===== config.mk =====
export PLATFORM = sky130hd
export DESIGN_NAME = io_dma_flat
export DESIGN_NICKNAME = d
export VERILOG_FILES = /design/src/rtl/io_pkg.sv /design/src/rtl/io_dma_if.sv /design/src/rtl/io_dma.sv /design/src/flat_wrapper.sv
export SDC_FILE = /design/constraint.sdc
export NUM_CORES = 1
export LEC_CHECK = 0
export CORE_MARGIN = 3
export CORE_UTILIZATION = 35
export DETAILED_ROUTE_END_ITERATION = 12
export GPL_ROUTABILITY_DRIVEN = 0
export PLACE_DENSITY = 0.67
export SYNTH_ARGS = -nofsm -noshare
export SYNTH_HDL_FRONTEND = slang
export SYNTH_SLANG_ARGS = --single-unit

===== constraint.sdc =====
create_clock -name clk -period 1.7 [get_ports clk]
set_clock_uncertainty 0.05 [all_clocks]
set_input_delay 0.425 -clock clk [delete_from_list [all_inputs] [get_ports clk]]
set_output_delay 0.425 -clock clk [all_outputs]
set_load 0.03 [all_outputs]

===== src/rtl/io_pkg.sv =====
// rtl/io_pkg.sv - shared state encoding and IO map for the peripheral bus
package io_pkg;

  localparam int IO_DW = 16;
  localparam int IO_AW = 12;

  // IO map shared with the IO responder
  localparam logic [IO_AW-1:0] GPI_A = 12'h000;
  localparam logic [IO_AW-1:0] GPO_A = 12'h001;

  typedef enum logic [1:0] {
    IDLE = 2'd0,
    RD   = 2'd1,
    WR   = 2'd2
  } state_t;

endpackage


===== src/rtl/io_dma_if.sv =====
// rtl/io_dma_if.sv - peripheral bus port between an initiator and the IO responder
interface io_dma_if #(
  parameter int DW = 16,
  parameter int AW = 12
) ();

  logic [AW-1:0] m_addr;
  logic [DW-1:0] m_wdata;
  logic          m_we;
  logic [DW-1:0] m_rdata;

  modport master (
    output m_addr,
    output m_wdata,
    output m_we,
    input  m_rdata
  );

  modport slave (
    input  m_addr,
    input  m_wdata,
    input  m_we,
    output m_rdata
  );

endinterface


===== src/rtl/io_dma.sv =====
// rtl/io_dma.sv - block copy engine issuing read-then-write pairs on the peripheral bus
module io_dma
  import io_pkg::*;
#(
  parameter int DW = 16,
  parameter int AW = 12
) (
  input  logic          clk,
  input  logic          rst,
  input  logic          start,
  input  logic          abort,
  input  logic [AW-1:0] src_addr,
  input  logic [AW-1:0] dst_addr,
  input  logic [AW-1:0] len,
  input  logic          src_inc,
  input  logic          dst_inc,
  output logic          busy,
  output logic          done,
  io_dma_if.master      bus
);

  state_t        state_q;
  state_t        state_d;
  logic          done_d;
  logic          accept;
  logic [AW-1:0] src_q;
  logic [AW-1:0] dst_q;
  logic [AW-1:0] cnt_q;
  logic          src_inc_q;
  logic          dst_inc_q;

  // A request is only taken in IDLE and loses to a simultaneous abort
  assign accept = (state_q == IDLE) && start && !abort;

  // Next-state and completion decode
  always_comb begin
    state_d = state_q;
    done_d  = 1'b0;
    case (state_q)
      IDLE: begin
        if (accept) begin
          if (len != '0) begin
            state_d = RD;
          end else begin
            done_d = 1'b1;
          end
        end
      end
      RD: begin
        state_d = abort ? IDLE : WR;
      end
      WR: begin
        // The write on the bus this cycle completes even when aborted
        if (abort) begin
          state_d = IDLE;
        end else if (cnt_q == AW'(1)) begin
          state_d = IDLE;
          done_d  = 1'b1;
        end else begin
          state_d = RD;
        end
      end
      default: begin
        state_d = IDLE;
      end
    endcase
  end

  // State, busy and done registers
  always_ff @(posedge clk) begin
    if (rst) begin
      state_q <= IDLE;
      busy    <= 1'b0;
      done    <= 1'b0;
    end else begin
      state_q <= state_d;
      busy    <= (state_d != IDLE);
      done    <= done_d;
    end
  end

  // Transfer parameters: latched on accept, stepped as each write leaves the bus
  always_ff @(posedge clk) begin
    if (rst) begin
      src_q     <= '0;
      dst_q     <= '0;
      cnt_q     <= '0;
      src_inc_q <= 1'b0;
      dst_inc_q <= 1'b0;
    end else if (accept && (len != '0)) begin
      src_q     <= src_addr;
      dst_q     <= dst_addr;
      cnt_q     <= len;
      src_inc_q <= src_inc;
      dst_inc_q <= dst_inc;
    end else if (state_q == WR) begin
      cnt_q <= cnt_q - AW'(1);
      src_q <= src_q + AW'(src_inc_q);
      dst_q <= dst_q + AW'(dst_inc_q);
    end
  end

  // Bus drive decoded from state; write data passes the responder's read data straight through
  always_comb begin
    bus.m_addr  = '0;
    bus.m_we    = 1'b0;
    bus.m_wdata = '0;
    case (state_q)
      RD: begin
        bus.m_addr = src_q;
      end
      WR: begin
        bus.m_addr  = dst_q;
        bus.m_we    = 1'b1;
        bus.m_wdata = bus.m_rdata;
      end
      default: begin
        bus.m_addr = '0;
      end
    endcase
  end

endmodule


===== src/flat_wrapper.sv =====
// flat-port wrapper written by rule: the top's interface ports become plain ports
module io_dma_flat import io_pkg::*;
#(
  parameter int DW = 16,
  parameter int AW = 12
)
  (clk, rst, start, abort, src_addr, dst_addr, len, src_inc, dst_inc, busy, done, bus_m_addr, bus_m_wdata, bus_m_we, bus_m_rdata);
  io_dma_if #(.DW(DW), .AW(AW)) bus_i ();
  input  logic clk;
  input  logic rst;
  input  logic start;
  input  logic abort;
  input  logic [AW-1:0] src_addr;
  input  logic [AW-1:0] dst_addr;
  input  logic [AW-1:0] len;
  input  logic src_inc;
  input  logic dst_inc;
  output logic busy;
  output logic done;
  output wire logic [$bits(bus_i.m_addr)-1:0] bus_m_addr;
  output wire logic [$bits(bus_i.m_wdata)-1:0] bus_m_wdata;
  output wire logic [$bits(bus_i.m_we)-1:0] bus_m_we;
  input wire logic [$bits(bus_i.m_rdata)-1:0] bus_m_rdata;
  assign bus_m_addr = bus_i.m_addr;
  assign bus_m_wdata = bus_i.m_wdata;
  assign bus_m_we = bus_i.m_we;
  assign bus_i.m_rdata = bus_m_rdata;
  io_dma #(.DW(DW), .AW(AW)) u_core (.clk(clk), .rst(rst), .start(start), .abort(abort), .src_addr(src_addr), .dst_addr(dst_addr), .len(len), .src_inc(src_inc), .dst_inc(dst_inc), .busy(busy), .done(done), .bus(bus_i));
endmodule

==> flow_summary.html <==
<table>
<tr><th>Metric</th><th>Value</th></tr>
<tr><th colspan="2">Global route</th></tr>
<tr><td>Total congestion overflow</td><td>0</td></tr>
<tr><td>GRT Resource Usage Total</td><td>19.5%</td></tr>
<tr><td>Largest net degree at the start of global routing</td><td>43</td></tr>
<tr><td>Vias in the first global route</td><td>2685</td></tr>
<tr><td>Initial antenna violation count</td><td>0</td></tr>
<tr><td>Global-route wire length before repair</td><td>around 13000 um</td></tr>
<tr><th colspan="2">Logic synthesis</th></tr>
<tr><td>Instance count of the mapped netlist</td><td>293</td></tr>
<tr><td>Mapped Avg Cell Area</td><td>8.60 um^2</td></tr>
<tr><td>Most instantiated flip-flop cell in the synthesis netlist</td><td>dfxtp_1</td></tr>
<tr><td>Async S/R FF share, synth</td><td>0%</td></tr>
<tr><td>Total standard cell area after synthesis</td><td>0.00252 mm^2</td></tr>
<tr><td>Register area share after synthesis</td><td>between 30% and 40%</td></tr>
<tr><td>Distinct cells, synth</td><td>37</td></tr>
<tr><td>Synth Register Bits</td><td>42</td></tr>
<tr><td>Yosys warns</td><td>0</td></tr>
<tr><td>Post-synth EDFFs</td><td>0</td></tr>
<tr><td>Net count after synthesis</td><td>approximately 360</td></tr>
<tr><th colspan="2">Timing</th></tr>
<tr><td>Worst Setup Slack, final</td><td>-0.264 ns</td></tr>
<tr><td>Final-report hold violation count</td><td>0</td></tr>
<tr><td>Max Clock Freq</td><td>509 MHz</td></tr>
<tr><td>Slew @ Worst Pin</td><td>0.315 ns</td></tr>
<tr><td>RSZ-0062 raised after global routing</td><td>true</td></tr>
<tr><td>Post-route clock period utilization</td><td>116%</td></tr>
<tr><td>Finish-stage setup viols</td><td>70</td></tr>
<tr><td>Tmin final</td><td>between 1.5 and 2 ns</td></tr>
<tr><td>Worst-case headroom to the max-slew limit</td><td>about four fifths</td></tr>
<tr><td>Slew Limit Fails</td><td>0</td></tr>
<tr><th colspan="2">Floorplan</th></tr>
<tr><td>Die X</td><td>90.9 um</td></tr>
<tr><td>Core Region</td><td>just under 0.007 mm^2</td></tr>
<tr><td>Num rows</td><td>30</td></tr>
<tr><td>Die area</td><td>0.00825 mm^2</td></tr>
<tr><td>Starting Density</td><td>a little under two fifths</td></tr>
<tr><td>Y dimension of the die</td><td>90.9 um</td></tr>
<tr><td>Number of top-level pins</td><td>89</td></tr>
<tr><th colspan="2">Critical path</th></tr>
<tr><td>Critical-path cell list</td><td>inv_4 -&gt; ha_4 -&gt; clkbuf_16 -&gt; a22oi_2 -&gt; nor2b_2 -&gt; buf_6</td></tr>
<tr><td>Library cell contributing the largest single delay on the critical path</td><td>dfxtp_4</td></tr>
<tr><td>Critical path fanouts, max</td><td>5</td></tr>
<tr><td>Type of element capturing the critical path</td><td>output pin</td></tr>
<tr><td>Nature of the critical path startpoint</td><td>flop</td></tr>
<tr><td>Critical path arrival</td><td>1.49 ns</td></tr>
<tr><td>R2r worst-path depth</td><td>7</td></tr>
<tr><td>Reg-to-Reg Start</td><td>u_core.state_q[0]$_SDFF_PP0_</td></tr>
<tr><td>Critical path type</td><td>reg2out</td></tr>
<tr><td>End of the worst register-to-register path</td><td>u_core.cnt_q[11]$_SDFFE_PP0P_</td></tr>
<tr><td>Required time at the worst-slack endpoint</td><td>~1.2 ns</td></tr>
<tr><td>Critical path buffer and inverter count</td><td>3</td></tr>
<tr><td>Setup slack on the worst flop-to-flop path</td><td>-0.22 ns</td></tr>
<tr><td>Largest stage delay on the critical path</td><td>0.38 ns</td></tr>
<tr><td>Cell family with most CP delay</td><td>flip-flops</td></tr>
<tr><th colspan="2">Layout</th></tr>
<tr><td>Post-layout instance area</td><td>roughly 0.005 mm^2</td></tr>
<tr><td>Filler Cell Count</td><td>around 480</td></tr>
<tr><td>Number of nets in the layout</td><td>502</td></tr>
<tr><td>Area growth syn-to-layout</td><td>94.6%</td></tr>
<tr><td>Layout cells sized above 1</td><td>54.0%</td></tr>
<tr><td>Antenna diode count</td><td>0</td></tr>
<tr><td>Post-route core utilization</td><td>71.4%</td></tr>
<tr><th colspan="2">Place</th></tr>
<tr><td>Minimum setup slack after placement</td><td>-0.632 ns</td></tr>
<tr><td>Hpwl dp</td><td>between 5000 and 6000 um</td></tr>
<tr><td>Post-DP Area</td><td>roughly 0.0038 mm^2</td></tr>
<tr><td>Count of input and output buffers</td><td>88</td></tr>
<tr><th colspan="2">Min path</th></tr>
<tr><td>Worst hold endpoint</td><td>u_core.cnt_q[1]$_SDFFE_PP0P_</td></tr>
<tr><td>Hold Path Depth</td><td>4</td></tr>
<tr><td>Hold path startpoint</td><td>len[1]</td></tr>
<tr><td>Worst Hold Class</td><td>in2reg</td></tr>
<tr><th colspan="2">Run</th></tr>
<tr><td>Number of maximum-capacitance violations</td><td>0</td></tr>
<tr><th colspan="2">CTS</th></tr>
<tr><td>H-tree levels</td><td>2</td></tr>
<tr><td>Clk_lat worst skew</td><td>0.30 ns</td></tr>
<tr><td>CTS Buf Count</td><td>5</td></tr>
<tr><td>Hold buffers post-CTS</td><td>0</td></tr>
<tr><td>Clock tree from TritonCTS</td><td>built</td></tr>
<tr><td>Clock sink count</td><td>42</td></tr>
<tr><td>Clock root cell</td><td>clkbuf_8</td></tr>
<tr><td>CTS clock-pin slew for the worst setup and hold paths</td><td>0.08 ns</td></tr>
<tr><td>Maximum buffer depth of the clock tree</td><td>2</td></tr>
<tr><th colspan="2">Routing</th></tr>
<tr><td>Number of remaining DRC errors</td><td>0</td></tr>
<tr><td>Average detailed-routed wire length per instance</td><td>18.3 um</td></tr>
<tr><td>DRT Pass-1 Iters</td><td>4</td></tr>
<tr><td>Vias per cell</td><td>5.26</td></tr>
<tr><td>Initial DRC count</td><td>about 130</td></tr>
<tr><td>Antenna Nets Post-Route</td><td>0</td></tr>
<tr><td>Vias</td><td>2795</td></tr>
<tr><td>Routed wire length</td><td>9690 um</td></tr>
<tr><th colspan="2">Outcome</th></tr>
<tr><td>Result of the run</td><td>finished, violations left</td></tr>
<tr><td>Violated checks</td><td>negative setup slack</td></tr>
<tr><th colspan="2">Pwr</th></tr>
<tr><td>Maximum resistive drop on vdd</td><td>419 uV</td></tr>
<tr><td>Leakage power figure</td><td>1.89 nW</td></tr>
<tr><td>PD cells</td><td>594 mW/mm^2</td></tr>
</table>
==> cell type report <==
type,instances,area [um^2],area share (%)
inverter,5,23.8,0.485
clock buffer,5,68.8,1.40
sequential,42,851,17.4
multi-input combinational,224,2120,43.2
tap,96,120,2.45
clock inverter,3,21.3,0.434
timing repair buffer,156,1700,34.7
==> cell usage after synthesis (3+ instances only) <==
cell	instances	area, um^2
dfxtp_1	42	841
nor2_1	42	158
a211oi_1	32	240
xor2_1	18	158
and2_1	16	100
nor2b_1	13	81.3
xnor2_1	13	114
a22oi_1	12	90.1
clkbuf_1	10	37.5
ha_1	10	125
nand2_1	10	37.5
mux2i_1	8	80.1
buf_2	7	35.0
nor3_1	7	35.0
nand3_1	6	30.0
nand4_1	6	37.5
inv_1	5	18.8
a211oi_2	4	50.1
and4_1	4	35.0
buf_1	4	15.0
nor4_1	4	25.0
and3_1	3	18.8
nor4_2	3	37.5
==> what timing repair did <==
action	CTS	global route
pin swaps	13	24
setup buffers	10	14
resized for setup	88	102
setup endpoints to repair	73	71
cloned	4	4
==> logic make-up (layout without fill, tap and decap cells) <==
logic type / Yosys count / in the layout / share of synthesized area [%]
and+or+nand+nor: 121 / 121 / 26.3
AOI/OAI and AO/OA: 54 / 54 / 16.9
DFF: 42 / 42 / 33.4
xor gates and xnor gates: 31 / 31 / 10.8
buffers and inverters: 27 / 169 / 4.52
adders and majority gates: 10 / 10 / 4.97
muxes: 8 / 8 / 3.18
==> report_power, final <==
part	internal [mW]	leakage [nW]	switching [mW]
clock network	0.289	0.0441	0.377
logic	0.597	1.49	0.471
registers	1.07	0.348	0.109
total	1.96	1.89	0.957
==> worst max path at each step <==
| stage | start | end | slack [ns] | depth (start not counted) |
|---|---|---|---|---|
| after floorplan | u_core.state_q[0]$_SDFF_PP0_ | u_core.cnt_q[9]$_SDFFE_PP0P_ | -0.17 | 8 |
| after global placement | len[9] | u_core.dst_q[4]$_SDFFE_PP0P_ | -0.52 | 6 |
| after detailed placement | len[6] | u_core.src_q[8]$_SDFFE_PP0P_ | -0.63 | 6 |
| after CTS | u_core.state_q[0]$_SDFF_PP0_ | bus_m_addr[6] | -0.26 | 6 |
| after global routing | u_core.state_q[0]$_SDFF_PP0_ | bus_m_addr[5] | -0.30 | 6 |
| final | u_core.state_q[0]$_SDFF_PP0_ | bus_m_addr[5] | -0.26 | 6 |
==> flip-flops by register name, summed over array words and instances, names as in the netlist <==
name              cells
u_core.busy           1
u_core.cnt_q         12
u_core.done           1
u_core.dst_inc_q      1
u_core.dst_q         12
u_core.src_inc_q      1
u_core.src_q         12
u_core.state_q        2
==> cells in the final DEF (no fill, tap or decap), drive strengths merged, types with 13 or more instances in the layout <==
cell type,count
clkdlybuf4s50,43
a211oi,36
dfxtp,42
xor2,18
xnor2,13
and2,16
nor2,42
buf,93
nor2b,13
==> worst reg2reg max path: stages (launching register included) <==
cell and delay [ns]:
dfxtp_4 0.37, inv_4 0.07, ha_4 0.20, buf_6 0.12, or4b_4 0.54, nor4_4 0.18, xnor2_1 0.11, a211oi_2 0.21
==> layer usage <==
layer | GRT usage (%) | share of wire, % | vias up
met2 | 33.4 | 54 | 68
li1 | - | - | 1333
met1 | 25.7 | 41 | 1374
met5 | 0 | 0 | -
met4 | 4.90 | 2.5 | 0
met3 | 2.75 | 3.0 | 20
==> per-stage QoR <==
step | hold slack, ns | instances | setup TNS (ns) | total power, mW
2_1_floorplan | 0.420 | 293 | -1.23 | 1.55
3_3_place_gp | 0.464 | 492 | -20.74 | 1.88
3_5_place_dp | 0.478 | 492 | -23.90 | 1.89
4_1_cts | 0.504 | 514 | -10.92 | 2.72
5_1_grt | 0.482 | 531 | -14.76 | 3.04
6_report | 0.461 | 531 | -11.06 | 2.91
(Power assumes the default switching activity.)
==> variant 1 (same settings) <==
The output `busy` loses its register stage (`busy` becomes a continuous assignment).
--- a/src/rtl/io_dma.sv
+++ b/src/rtl/io_dma.sv
@@ -71,12 +71,12 @@
     if (rst) begin
       state_q <= IDLE;
-      busy    <= 1'b0;
       done    <= 1'b0;
     end else begin
       state_q <= state_d;
-      busy    <= (state_d != IDLE);
       done    <= done_d;
     end
   end
+
+  assign busy = (state_d != IDLE);
 
   // Transfer parameters: latched on accept, stepped as each write leaves the bus
Behaviour: not the same (Yosys sat finds a counterexample within 4 cycles, from zero or initial values and one cycle with rst high).
==> variant 1 against the original RTL <==
  * The run still ends with setup timing left
  * Setup slack lost 790 ps
  * Area after synthesis shrank 0.30%
  * Die area shrank 0.27%
  * First-iteration DRC count grew 31%
  * Sequential cell count shrank 1
  * Design area grew 13%
  * Final cell count grew 4.7%
  * Wire length grew 39%
  * Total power grew 12%
  * Critical path type unchanged
==> variant 1: results (changes against the original RTL) <==
global_route:
  grt_pass1_wl_um: 19600  # +46%
  gr-total-overflow: 0  # unchanged
  antenna_found_initial: 0  # unchanged
  gr-usage-all-layers_pct: 30.8  # +11 points
  grt_max_degree: 42  # -2.3%
  grt_pass1_vias: 3397  # +27%
final_layout:
  drive_above_1_share_pct: 61.3  # +7.3 points
  top_regs: "u_core.cnt_q x12, u_core.dst_q x12, u_core.src_q x12"
  final_nets: 528  # +5.2%
  fin_cells: 556  # +4.7%
  nFillCells: 364  # -23%
  utilization_pct: 80.3  # +8.9 points
  diodes: 0  # unchanged
pwr:
  leakage_nw: 2.03  # +7.8%
  power_density_nw_per_um2: 593  # about the same
  pg_clk_w: 0.000689  # +3.5%
  ir_drop_v: 0.000360  # -14%
  comb_power_w: 0.00144  # +35%
  p_int_w: 0.00214  # +9.3%
setup_path:
  worstPathArrival_ps: 2270  # +780 ps
  max_stage_delay_ps: 480  # +100 ps
  cp_max_fo: 2  # -3
  r2r_setup_slack_ps: -510  # -290 ps
  cpMaxStageDelayCell: "or4b_4"
  cp_top_family: "simple AND/OR/NAND/NOR gates"
clocking:
  numCtsBuffers: 5  # unchanged
  clk_pin_slew_worst_paths_ps: 90
  root_buffer: "clkbuf_8"
  htree_levels: 2  # unchanged
  ctsHoldBuffers: 0  # unchanged
  clk_latency_ps: 300  # about the same
  cts.path.max_buffers: 2  # unchanged
yosys:
  synth_seq_area_share_pct: 32.7  # -0.70 points
  ys_async_sr_fraction_pct: 0  # unchanged
  syn-num-nets: 365  # +1.1%
  synthTopCellsByArea: "dfxtp_1 (33%), a211oi_1 (10%), xnor2_1 (7.0%), nor2_1 (6.4%), ha_1 (5.0%)"
  syn_area_per_cell_sq_um: 8.46  # -1.6%
  yosys-top-cells-count: "nor2_1 (43), dfxtp_1 (41), a211oi_1 (35)"
  synthesis.yosys.warnings: 0  # unchanged
  synth_flop_cell: "dfxtp_1"
  synth.distinct_cells: 39  # +5.4%
placed_design:
  portBuffers: 88  # unchanged
  placed_area_sq_um: 3830  # +1.3%
  pre_cts_ws_ps: -1270  # -642 ps
  dp_cells: 495  # +0.61%
  dp_hpwl_um: 5390  # +1.5%
timing:
  whs_ps: 371  # -90.3 ps
  slew_headroom_pct: 64.7  # -14 points
  fin_tns_setup_ps: -31290  # -20230 ps
  final.setup.worst_slack_ps: -1050  # -786 ps
  finalSetupViolCount: 71  # +1.4%
outcome:
  outcome: "finished, violations left"
  violations: "setup timing"
routing:
  wl_um: 13500  # +39%
  via_per_inst: 5.76  # +9.4%
  drt_pass1_iterations: 4  # unchanged
  drt_iter0_markers: 174  # +31%
hold_path:
  worst_hold_path_type: "in -> reg"
==> variant 1: cell families after synthesis <==
| logic type | after synthesis | share of synthesized area, % |
|---|---|---|
| AND/OR/NAND/NOR | 124 | 27.1 |
| AO/OA/AOI/OAI | 55 | 16.8 |
| flip-flops | 41 | 32.7 |
| XOR/XNOR | 31 | 10.8 |
| buffers and inverters | 29 | 4.83 |
| adder cells (fa/ha/maj) | 10 | 4.98 |
| multiplexers | 7 | 2.79 |
==> variant 1: worst min-delay path, stage by stage <==
cell	delay [ps]
clkbuf_2	120
nor2_4	100
a211oi_2	40
==> variant 1: layout make-up <==
type                       instances  area share, %
inverter                           7          0.522
clock buffer                       7           1.56
timing repair buffer             178           37.7
sequential                        41           15.0
multi-input combinational        227           43.0
tap                               96           2.18
==> variant 1: final timing paths <==
| path | from | to | depth (start not counted) |
|---|---|---|---|
| worst max-delay path | u_core.cnt_q[1] | busy | 7 |
| worst min-delay path | len[8] | u_core.cnt_q[8] | 3 |
| worst max register to register | u_core.state_q[1] | u_core.cnt_q[5] | 10 |
| worst min register to register | u_core.src_inc_q | u_core.src_inc_q | 2 |
==> variant 1: routing by layer <==
| layer | vias up | track usage [%] | wire, um |
|---|---|---|---|
| li1 | 1389 | - | - |
| met1 | 1583 | 36.4 | 5010 |
| met2 | 169 | 50.8 | 6680 |
| met3 | 62 | 8.25 | 1000 |
| met4 | 0 | 16.2 | 830 |
| met5 | - | 0 | 0 |
==> variant 1: timing repair <==
item,4_1_cts,5_1_grt
resized for setup,214,57
gates cloned,19,1
setup endpoints to repair,71,71
pin swaps,37,34
setup buffers,31,16
==> variant 2 (same flow settings) <==
Without the edit above. `AW` is set to 12 in 3 places; all go to 10.
--- a/src/rtl/io_dma_if.sv
+++ b/src/rtl/io_dma_if.sv
@@ -2,5 +2,5 @@
 interface io_dma_if #(
   parameter int DW = 16,
-  parameter int AW = 12
+  parameter int AW = 10
 ) ();
 
--- a/src/rtl/io_dma.sv
+++ b/src/rtl/io_dma.sv
@@ -4,5 +4,5 @@
 #(
   parameter int DW = 16,
-  parameter int AW = 12
+  parameter int AW = 10
 ) (
   input  logic          clk,
--- a/src/flat_wrapper.sv
+++ b/src/flat_wrapper.sv
@@ -3,5 +3,5 @@
 #(
   parameter int DW = 16,
-  parameter int AW = 12
+  parameter int AW = 10
 )
   (clk, rst, start, abort, src_addr, dst_addr, len, src_inc, dst_inc, busy, done, bus_m_addr, bus_m_wdata, bus_m_we, bus_m_rdata);
Interface: changed (resized bus_m_addr, dst_addr, len and src_addr); port bits go from 89 to 81. The function was not compared with the original's and may differ.
==> variant 2 against the original RTL <==
  * Wire length shrank 20%
  * Total power shrank 8.4%
  * Sequential cell count shrank 6
  * The flow still finishes with violations (setup timing)
  * Setup slack gained 20 ps
  * Largest cell class unchanged
  * Design area shrank 17%
  * Die area shrank 10%
  * Global-route usage grew 0.31 points
  * Area after synthesis shrank 11%
  * Count of clock-buffer cells in the layout grew 2
  * Sequential power shrank 14%
  * Clock power grew 26%
  * Hold slack lost 2.3 ps
==> variant 2: results (changes against the original RTL) <==
timing:
  fin_tns_setup_ps: -5800  # +5260 ps
  period_share_pct: 114  # -1.2 points
  finalSetupViolCount: 29  # -59%
  final.setup.worst_slack_ps: -244  # +19.7 ps
  final_hold_viol_count: 0  # unchanged
  worstMarginPinSlew_ps: 479  # +164 ps
global_route:
  gr-usage-all-layers_pct: 19.8  # +0.31 points
  grt_max_degree: 37  # -14%
  antenna_found_initial: 0  # unchanged
  grt_pass1_vias: 2509  # -6.6%
  grt_pass1_wl_um: 11800  # -12%
yosys:
  synth_cells: 271  # -7.5%
  yosys-top-cells-count: "nor3_1 (37), dfxtp_1 (36), a211oi_1 (29)"
  synthTopCellsByArea: "dfxtp_1 (32%), a211oi_1 (9.7%), nor3_1 (8.3%), xnor2_1 (5.9%), ha_1 (5.6%)"
  synth.distinct_cells: 32  # -14%
  syn-num-nets: 333  # -7.8%
  synthesis.yosys.warnings: 0  # unchanged
  ys_async_sr_fraction_pct: 0  # unchanged
  synth_seq_area_share_pct: 32.2  # -1.2 points
placed_design:
  portBuffers: 80  # -9.1%
  pre_cts_ws_ps: -525  # +108 ps
  placed_area_sq_um: 3430  # -9.3%
  dp_hpwl_um: 4780  # -10%
  dp_cells: 438  # -11%
routing:
  wl_per_cell_um: 16.9  # -7.6%
  via_per_inst: 5.49  # +4.3%
  drt_iter0_markers: 121  # -9.0%
  drt_pass1_iterations: 4  # unchanged
outcome:
  outcome: "finished, violations left"
  violations: "setup timing"
clocking:
  cts-resized-gates: 52  # -41%
  cts.path.max_buffers: 2  # unchanged
  clk_pin_slew_worst_paths_ps: 70
  clk_latency_ps: 300  # about the same
  cts_setup_buffers: 7  # -3
  root_buffer: "clkbuf_8"
  numCtsBuffers: 5  # unchanged
  htree_levels: 2  # unchanged
hold_path:
  holdPathStages: 2  # -2
  worst_hold_path_type: "reg -> reg"
pwr:
  ir_drop_v: 0.000342  # -18%
  leakage_nw: 1.48  # -22%
setup_path:
  r2r_cells: 7  # unchanged
  worstPathArrival_ps: 1470  # -20 ps
  cp_max_fo: 8  # +3
final_layout:
  fin_cells: 460  # -13%
  diodes: 0  # unchanged
  drive_above_1_share_pct: 43.4  # -11 points
  top_regs: "u_core.cnt_q x10, u_core.dst_q x10, u_core.src_q x10"
  final_nets: 446  # -11%
-- variant 2: cell count changes after synthesis, sizes merged, moves of 5 or more --
cell / delta
nor2: -34
nor3: +30
xor2: -8
a211oi: -6
dfxtp: -6
a21oi: +5
nand2: +5
o21ai: +5
-- variant 2: critical path, cell delays in order (launching register included) --
cell	delay (ps)
dfxtp_4	370
inv_4	50
ha_4	200
buf_6	150
a22oi_2	210
nor2b_4	60
buf_6	140
-- variant 2: final cells by class --
class | count | area (sq um)
inverter | 6 | 27.5
multi-input combinational | 209 | 1810
clock inverter | 1 | 30.0
clock buffer | 7 | 96.3
tap | 75 | 93.8
fill | 507 | 2010
timing repair buffer | 126 | 1260
sequential | 36 | 729
-- variant 2: metrics by stage --
stage | hold slack, ps | utilization [%]
finish | 459 | 66.8
global route | 491 | 66.8
detailed placement | 439 | 56.6
floorplan | 408 | -
global placement | 423 | 56.6
CTS | 451 | 63.4
-- variant 2: kinds of logic after synthesis --
kind of cell / synth area share [%]
compound gates: 16.5
xor+xnor: 9.77
fa+ha+maj: 5.58
buf+inv: 4.86
flops: 32.2
mux: 1.79
simple gates: 29.4
-- variant 2: final timing paths --
check | from | end | slack, ps
worst max-delay path | u_core.state_q[0] | bus_m_addr[3] | -240
worst max register to register | u_core.state_q[0] | u_core.cnt_q[5] | -100
worst min-delay path | u_core.src_inc_q | u_core.src_inc_q | 460
worst min register to register | u_core.src_inc_q | u_core.src_inc_q | 460
-- variant 2: power breakdown --
part	total (W)	internal, W	switching [W]
registers	0.00102	0.000919	0.0000989
logic	0.000813	0.000444	0.000368
clock network	0.000837	0.000518	0.000319
-- variant 2: per-layer routing --
metal	global-route usage [%]	wire (um)	vias to the layer above
li1	-	-	1218
met1	24.7	3080	1180
met2	33.9	3930	116
met3	4.71	625	12
met4	5.32	123	0
met5	0	0	-
